[config.mk]
export PLATFORM = sky130hd
export DESIGN_NAME = conv_pool_stream_flat
export DESIGN_NICKNAME = d
export VERILOG_FILES = /design/src/rtl/conv_pool_stream_pkg.sv /design/src/rtl/conv_pool_stream_if.sv /design/src/rtl/max4_s8.sv /design/src/rtl/conv_pool_stream.sv /design/src/flat_wrapper.sv
export SDC_FILE = /design/constraint.sdc
export NUM_CORES = 2
export LEC_CHECK = 0
export BUFFER_PORTS_ARGS = -buffer_cell sky130_fd_sc_hd__clkbuf_2
export CAP_MARGIN = 30
export CORE_MARGIN = 4
export CORE_UTILIZATION = 43
export DETAILED_ROUTE_END_ITERATION = 6
export SLEW_MARGIN = 20
export SYNTH_ARGS = -nofsm -noshare
export SYNTH_HDL_FRONTEND = slang
export SYNTH_SLANG_ARGS = --single-unit
[constraint.sdc]
create_clock -name clk -period 5.18 [get_ports clk]
set_input_delay 1.036 -clock clk [delete_from_list [all_inputs] [get_ports clk]]
set_output_delay 1.036 -clock clk [all_outputs]
set_load 0.01 [all_outputs]
[src/rtl/conv_pool_stream_pkg.sv]
// Shared constants, types and FSM encoding for the conv_pool_stream block.
//   frame_t  : 6x6x3 convolution result as an array of bytes
//   pooled_t : 3x3x3 pooled result as an array of bytes
package conv_pool_stream_pkg;

  localparam int unsigned N_CH     = 3;
  localparam int unsigned CONV_DIM = 6;
  localparam int unsigned POOL_DIM = 3;
  localparam int unsigned BYTE_W   = 8;

  localparam int unsigned N_CONV_B = N_CH * CONV_DIM * CONV_DIM;
  localparam int unsigned N_OUT    = N_CH * POOL_DIM * POOL_DIM;
  localparam int unsigned FRAME_W  = N_CONV_B * BYTE_W;
  localparam int unsigned POOL_W   = N_OUT * BYTE_W;
  localparam int unsigned IDX_W    = 5;

  localparam logic [IDX_W-1:0] LAST_IDX = IDX_W'(N_OUT - 1);

  typedef logic [N_CONV_B-1:0][BYTE_W-1:0] frame_t;
  typedef logic [N_OUT-1:0][BYTE_W-1:0]    pooled_t;

  typedef enum logic [1:0] {
    IDLE = 2'd0,
    POOL = 2'd1,
    SEND = 2'd2
  } state_e;

  // Byte index of convolution element (d,r,c) inside a frame.
  function automatic int unsigned conv_idx(input int unsigned d, input int unsigned r,
                                           input int unsigned c);
    return (d * CONV_DIM + r) * CONV_DIM + c;
  endfunction

endpackage

[src/rtl/conv_pool_stream_if.sv]
// Frame-in / byte-out handshake bundle for conv_pool_stream.
//   in_valid/in_ready/conv_lin   : one-shot frame transfer
//   out_valid/out_ready/out_data/out_last : pooled byte stream
//   slave  : block side, master : producer/consumer side
interface conv_pool_stream_if;
  import conv_pool_stream_pkg::*;

  logic               in_valid;
  logic               in_ready;
  logic [FRAME_W-1:0] conv_lin;
  logic               out_valid;
  logic               out_ready;
  logic [BYTE_W-1:0]  out_data;
  logic               out_last;

  modport slave (
    input  in_valid, conv_lin, out_ready,
    output in_ready, out_valid, out_data, out_last
  );

  modport master (
    output in_valid, conv_lin, out_ready,
    input  in_ready, out_valid, out_data, out_last
  );

endinterface

[src/rtl/max4_s8.sv]
// Signed max of a 2x2 window of bytes, with optional clamp of negatives to 0.
//   x0..x3 : window bytes (two's complement)
//   y      : pooled byte
module max4_s8
  import conv_pool_stream_pkg::*;
#(
  parameter bit RELU = 1'b1
) (
  input  logic [BYTE_W-1:0] x0,
  input  logic [BYTE_W-1:0] x1,
  input  logic [BYTE_W-1:0] x2,
  input  logic [BYTE_W-1:0] x3,
  output logic [BYTE_W-1:0] y
);

  logic [BYTE_W-1:0] m01;
  logic [BYTE_W-1:0] m23;
  logic [BYTE_W-1:0] m;

  assign m01 = ($signed(x0) >= $signed(x1)) ? x0 : x1;
  assign m23 = ($signed(x2) >= $signed(x3)) ? x2 : x3;
  assign m   = ($signed(m01) >= $signed(m23)) ? m01 : m23;

  if (RELU) begin : g_relu
    assign y = m[BYTE_W-1] ? '0 : m;
  end else begin : g_pass
    assign y = m;
  end

endmodule

[src/rtl/conv_pool_stream.sv]
// Captures one 6x6x3 conv frame, 2x2/stride-2 signed max-pools it to 3x3x3
// and streams the 27 bytes out channel-major.
//   clk, rst : clock, synchronous active-high reset
//   bus      : frame input and byte stream (slave side)
//   busy     : high whenever the FSM is not in IDLE
module conv_pool_stream
  import conv_pool_stream_pkg::*;
#(
  parameter bit RELU = 1'b1
) (
  input  logic                clk,
  input  logic                rst,
  conv_pool_stream_if.slave   bus,
  output logic                busy
);

  state_e            state_q, state_nx;
  logic [IDX_W-1:0]  idx_q, idx_nx;
  frame_t            frame_q;
  pooled_t           result_q;
  pooled_t           pooled_c;
  logic              frame_ld_c, result_ld_c;
  logic [BYTE_W-1:0] data_q, data_nx;
  logic              out_valid_q, out_last_q, in_ready_q, busy_q;

  // 27 parallel pooling windows over the captured frame.
  for (genvar gd = 0; gd < N_CH; gd++) begin : g_ch
    for (genvar gr = 0; gr < POOL_DIM; gr++) begin : g_row
      for (genvar gc = 0; gc < POOL_DIM; gc++) begin : g_col
        localparam int unsigned K  = (gd * POOL_DIM + gr) * POOL_DIM + gc;
        localparam int unsigned R0 = 2 * gr;
        localparam int unsigned C0 = 2 * gc;
        max4_s8 #(.RELU(RELU)) u_max4 (
          .x0 (frame_q[conv_idx(gd, R0,     C0)]),
          .x1 (frame_q[conv_idx(gd, R0,     C0 + 1)]),
          .x2 (frame_q[conv_idx(gd, R0 + 1, C0)]),
          .x3 (frame_q[conv_idx(gd, R0 + 1, C0 + 1)]),
          .y  (pooled_c[K])
        );
      end
    end
  end

  // Next state, index and next output byte.
  always_comb begin
    state_nx    = state_q;
    idx_nx      = idx_q;
    frame_ld_c  = 1'b0;
    result_ld_c = 1'b0;
    data_nx     = data_q;
    case (state_q)
      IDLE: begin
        if (bus.in_valid) begin
          state_nx   = POOL;
          frame_ld_c = 1'b1;
        end
      end
      POOL: begin
        state_nx    = SEND;
        idx_nx      = '0;
        result_ld_c = 1'b1;
        data_nx     = pooled_c[0];
      end
      SEND: begin
        // out_valid is always high here, so out_ready alone completes a beat
        if (bus.out_ready) begin
          if (idx_q == LAST_IDX) begin
            state_nx = IDLE;
          end else begin
            idx_nx  = idx_q + IDX_W'(1);
            data_nx = result_q[idx_nx];
          end
        end
      end
      default: state_nx = IDLE;
    endcase
  end

  // State, datapath and registered outputs.
  always_ff @(posedge clk) begin
    if (rst) begin
      state_q     <= IDLE;
      idx_q       <= '0;
      frame_q     <= '0;
      result_q    <= '0;
      data_q      <= '0;
      out_valid_q <= 1'b0;
      out_last_q  <= 1'b0;
      in_ready_q  <= 1'b1;
      busy_q      <= 1'b0;
    end else begin
      state_q     <= state_nx;
      idx_q       <= idx_nx;
      if (frame_ld_c)  frame_q  <= bus.conv_lin;
      if (result_ld_c) result_q <= pooled_c;
      data_q      <= data_nx;
      out_valid_q <= (state_nx == SEND);
      out_last_q  <= (state_nx == SEND) && (idx_nx == LAST_IDX);
      in_ready_q  <= (state_nx == IDLE);
      busy_q      <= (state_nx != IDLE);
    end
  end

  assign bus.in_ready  = in_ready_q;
  assign bus.out_valid = out_valid_q;
  assign bus.out_data  = data_q;
  assign bus.out_last  = out_last_q;
  assign busy          = busy_q;

endmodule

[src/flat_wrapper.sv]
// flat-port wrapper written by rule: the top's interface ports become plain ports
module conv_pool_stream_flat import conv_pool_stream_pkg::*;
#(
  parameter bit RELU = 1'b1
)
  (clk, rst, busy, bus_in_valid, bus_conv_lin, bus_out_ready, bus_in_ready, bus_out_valid, bus_out_data, bus_out_last);
  conv_pool_stream_if bus_i ();
  input  logic clk;
  input  logic rst;
  output logic busy;
  input wire logic [$bits(bus_i.in_valid)-1:0] bus_in_valid;
  input wire logic [$bits(bus_i.conv_lin)-1:0] bus_conv_lin;
  input wire logic [$bits(bus_i.out_ready)-1:0] bus_out_ready;
  output wire logic [$bits(bus_i.in_ready)-1:0] bus_in_ready;
  output wire logic [$bits(bus_i.out_valid)-1:0] bus_out_valid;
  output wire logic [$bits(bus_i.out_data)-1:0] bus_out_data;
  output wire logic [$bits(bus_i.out_last)-1:0] bus_out_last;
  assign bus_i.in_valid = bus_in_valid;
  assign bus_i.conv_lin = bus_conv_lin;
  assign bus_i.out_ready = bus_out_ready;
  assign bus_in_ready = bus_i.in_ready;
  assign bus_out_valid = bus_i.out_valid;
  assign bus_out_data = bus_i.out_data;
  assign bus_out_last = bus_i.out_last;
  conv_pool_stream #(.RELU(RELU)) u_core (.clk(clk), .rst(rst), .bus(bus_i), .busy(busy));
endmodule
==> impl_metrics.toml <==
[final_layout]
design_area_um2 = 73200
finalNetCount = 10300
drive_gt1_share_pct = 14.6
flow.area_growth_from_synthesis_pct = 16.7

[clocking]
tritoncts_clock_tree = "done"
post-cts-setup-buffers = 0
max-clock-path-buffers = 3
cts.htree.levels = 4
clkSlewWorstSetupHoldPaths_ns = 0.06
clock-sinks = 1071
cts-resized-gates = 0
hold_buffer_count_at_cts = 0
clock_insertion_delay_worst_skew_ns = 0.76
buffer_type_at_the_clock_tree_root = "clkbuf_16"
cts_made_buffers = 131

[power_and_ir_drop]
power.clock.fraction_pct = 35.7
power.ir.vdd_worst_mv = 0.245
leakage_uw = 0.0310
seqPwrFrac_pct = 35.5
powerDensity_nw_per_um2 = 369
p_sw_share_pct = 33.7
combinationalPowerShare_pct = 28.8
power.total_uw = 27000
internal_power_uw = 17900
net_switching_power_of_the_design_uw = 9100

[run]
cap_violations = 0

[place]
place_hpwl_um = 170000
postPlaceCellArea_um2 = 68600
finalWeightedCongestion = 0.930
io_buffer_count = 878

[floorplan]
design.core.area_um2 = 144000
floorplan.initialDensity_pct = 43.5
top_level_ports = 880
floorplan.rows = 139
die_area_um2 = 152000
die-height_um = 390
fp.dieW_um = 390

[setup_path]
r2r-end = "u_core.result_q[62]"
worstReg2RegStart = "u_core.frame_q[223]"
slowest_stage = "nor3b_1"
path_class = "reg -> reg"
critical_path.top_delay_family = "compound AO/OA/AOI/OAI gates"
cp-start-kind = "flip-flop"
setup_slack_on_the_worst_flop_to_flop_path_ns = 0.95
r2r_cells = 13
worstPathRequired_ns = 5.84
cp_data_arrival_time_ns = 4.89
critical-path-top-cell-by-count = "ha_1"
critical_path.cell_chain = "inv_1 > ha_1 > nor4b_1 > a211oi_1 > a41oi_2 > mux2_2 > ha_1 > o2111ai_1 > o21ai_0 > nand3_1 > nor3b_1 > o2bb2a_1 > o211ai_1"
delay_of_the_slowest_cell_on_the_worst_path_ns = 0.65
critical_path_peak_fanout = 17
path_depth = 13
cp.buffers_inverters = 1
setup.worst_path.end_class = "flip-flop"

[sta]
fmax_mhz = 236
worst_slew_pin_slew_ns = 1.03
relSlewSlack_pct = 31.5
period_share_pct = 81.7
setup_viol = 0
maxSlewViolCount = 0
setup_repair_after_global_routing_missed_its_margin = "no"
finalHoldViolCount = 0
fin_hold_ws_ns = 0.451
fin_setup_tns_ns = 0
worst_clock_skew_ns = 0.0323
finalWorstPathRequiredPeriod_ns = 4.23

[yosys]
avg_synthesized_cell_area_um2 = 7.71
synth.net_count = 9652
postSynthCellCount = 8130
yosys.cell_types.count = 76
synth_edf_count = 0
synth_area_um2 = 62700
ys.flop_type = "dfxtp_1"
synthesis.yosys.warnings = 0
synth-seq-area-share_pct = 34.2
synth-async-reset-ratio_pct = 0
ys_ff_latch = 1071

[grt]
grt_start_max_net_pins = 195
grt_first_pass_wirelength_um = 326000
antenna_found_initial = 30
overall_global_routing_usage_pct = 27.3
grt_pass1_vias = 55900
grt_remaining_overflow = 0

[route]
detail_route.first_pass.iterations = 5
via_count = 58700
drt-total-wl_um = 217000
dr.first_iter.drc_count = 3852
drt-vias-per-instance = 5.45
route.antenna.remaining_nets = 0
routed_wire_length_per_instance_um = 20.2
detail_route.drc_violations = 0

[status]
run_status = "finished clean"

[hold_path]
hold_wc_path_type = "reg -> reg"
holdCritStartpoint = "u_core.frame_q[505]"
hold-path-endpoint = "u_core.frame_q[505]"
worstHoldPathCells = 2
==> synthesized netlist by cell type, types with 69 or more instances <==
master	n	area, um^2
dfxtp_1	1071	21400
o221ai_1	122	1070
nand2_1	2145	8050
nor2b_1	126	788
ha_1	654	8180
a31oi_1	81	507
nand2b_1	105	657
nor2_1	268	1010
clkbuf_1	402	1510
o21ai_0	211	1060
a21oi_1	1055	5280
inv_1	613	2300
nand3_1	69	345
mux2i_1	274	2740
==> worst max path at each step <==
stage,slack (ns),from,to
CTS,1.09,u_core.frame_q[223],u_core.result_q[62]
floorplan,1.42,u_core.frame_q[63],u_core.bus.out_data[0]
global route,0.63,u_core.frame_q[223],u_core.result_q[62]
detailed placement,1.12,u_core.frame_q[381],u_core.result_q[91]
global placement,0.96,u_core.frame_q[746],u_core.result_q[181]
finish,0.95,u_core.frame_q[223],u_core.result_q[62]
==> stage by stage <==
stage,util [%],setup WS [ns],std cells
floorplan,-,1.42,8130
global placement,47.5,0.964,10500
detailed placement,47.6,1.12,10500
CTS,50.7,1.09,10800
global route,50.7,0.629,10800
finish,50.7,0.950,10800
==> cells by family (layout without fill, tap and decap cells) <==
kind of cell	Yosys count	in the layout	synth area share, %
AO/OA/AOI/OAI	1983	1983	19.3
adder cells (fa/ha/maj)	654	654	13.1
multiplexers	361	361	6.70
flip-flops	1071	1071	34.2
other	1	17	0.00598
XOR/XNOR	6	6	0.0838
buffers and inverters	1081	1809	6.54
AND/OR/NAND/NOR	2973	2973	20.1
==> flip-flops by register name (all words and copies together), names as in the netlist, 2 cells and up <==
register / cells
u_core.result_q: 189
u_core.bus.out_data: 7
u_core.idx_q: 5
u_core.state_q: 2
u_core.frame_q: 864
==> worst min-delay path, stage by stage, from the launching register on <==
cell and delay [ns]:
dfxtp_1 0.30, nand2_1 0.05, a21oi_1 0.05
==> placed cells by master (no fill, tap or decap), drive strengths merged, types with 78 or more instances in the layout <==
cell type,instances
o21ai,232
clkbuf,1060
nand2,2145
o221ai,122
a31oi,81
ha,654
nor2,269
dfxtp,1071
nor2b,126
a21oi,1055
buf,78
nand2b,105
mux2i,274
inv,617
==> final cells by class <==
class                           count  area (um^2)
Clock inverter                     52          706
Inverter                          619         2320
Sequential cell                  1071        21400
Clock buffer                      183         3800
Timing Repair Buffer              955         5230
Antenna cell                       16         40.0
Tap cell                         1903         2380
Fill cell                       14200        71000
Multi-Input combinational cell   5978        37200
==> metal layers <==
metal,GRT usage [%],up-vias,share of wire (%),wire (um)
met5,0,-,0.055,119
met2,44.4,1508,45,98500
met4,9.42,18,3.5,7590
met3,5.04,325,6.0,12900
met1,36.4,27600,45,98200
li1,-,29300,-,-
==> power by group through the flow <==
| stage | Sequential, uW | Clock, uW | Combinational [uW] |
|---|---|---|---|
| floorplan | 9440 | 0 | 5700 |
| global placement | 9740 | 0 | 7550 |
| detailed placement | 9760 | 0 | 7680 |
| CTS | 9590 | 9830 | 7730 |
| global route | 9670 | 10200 | 8720 |
| finish | 9600 | 9660 | 7770 |
Note: power is estimated with default switching activity, not from simulation.
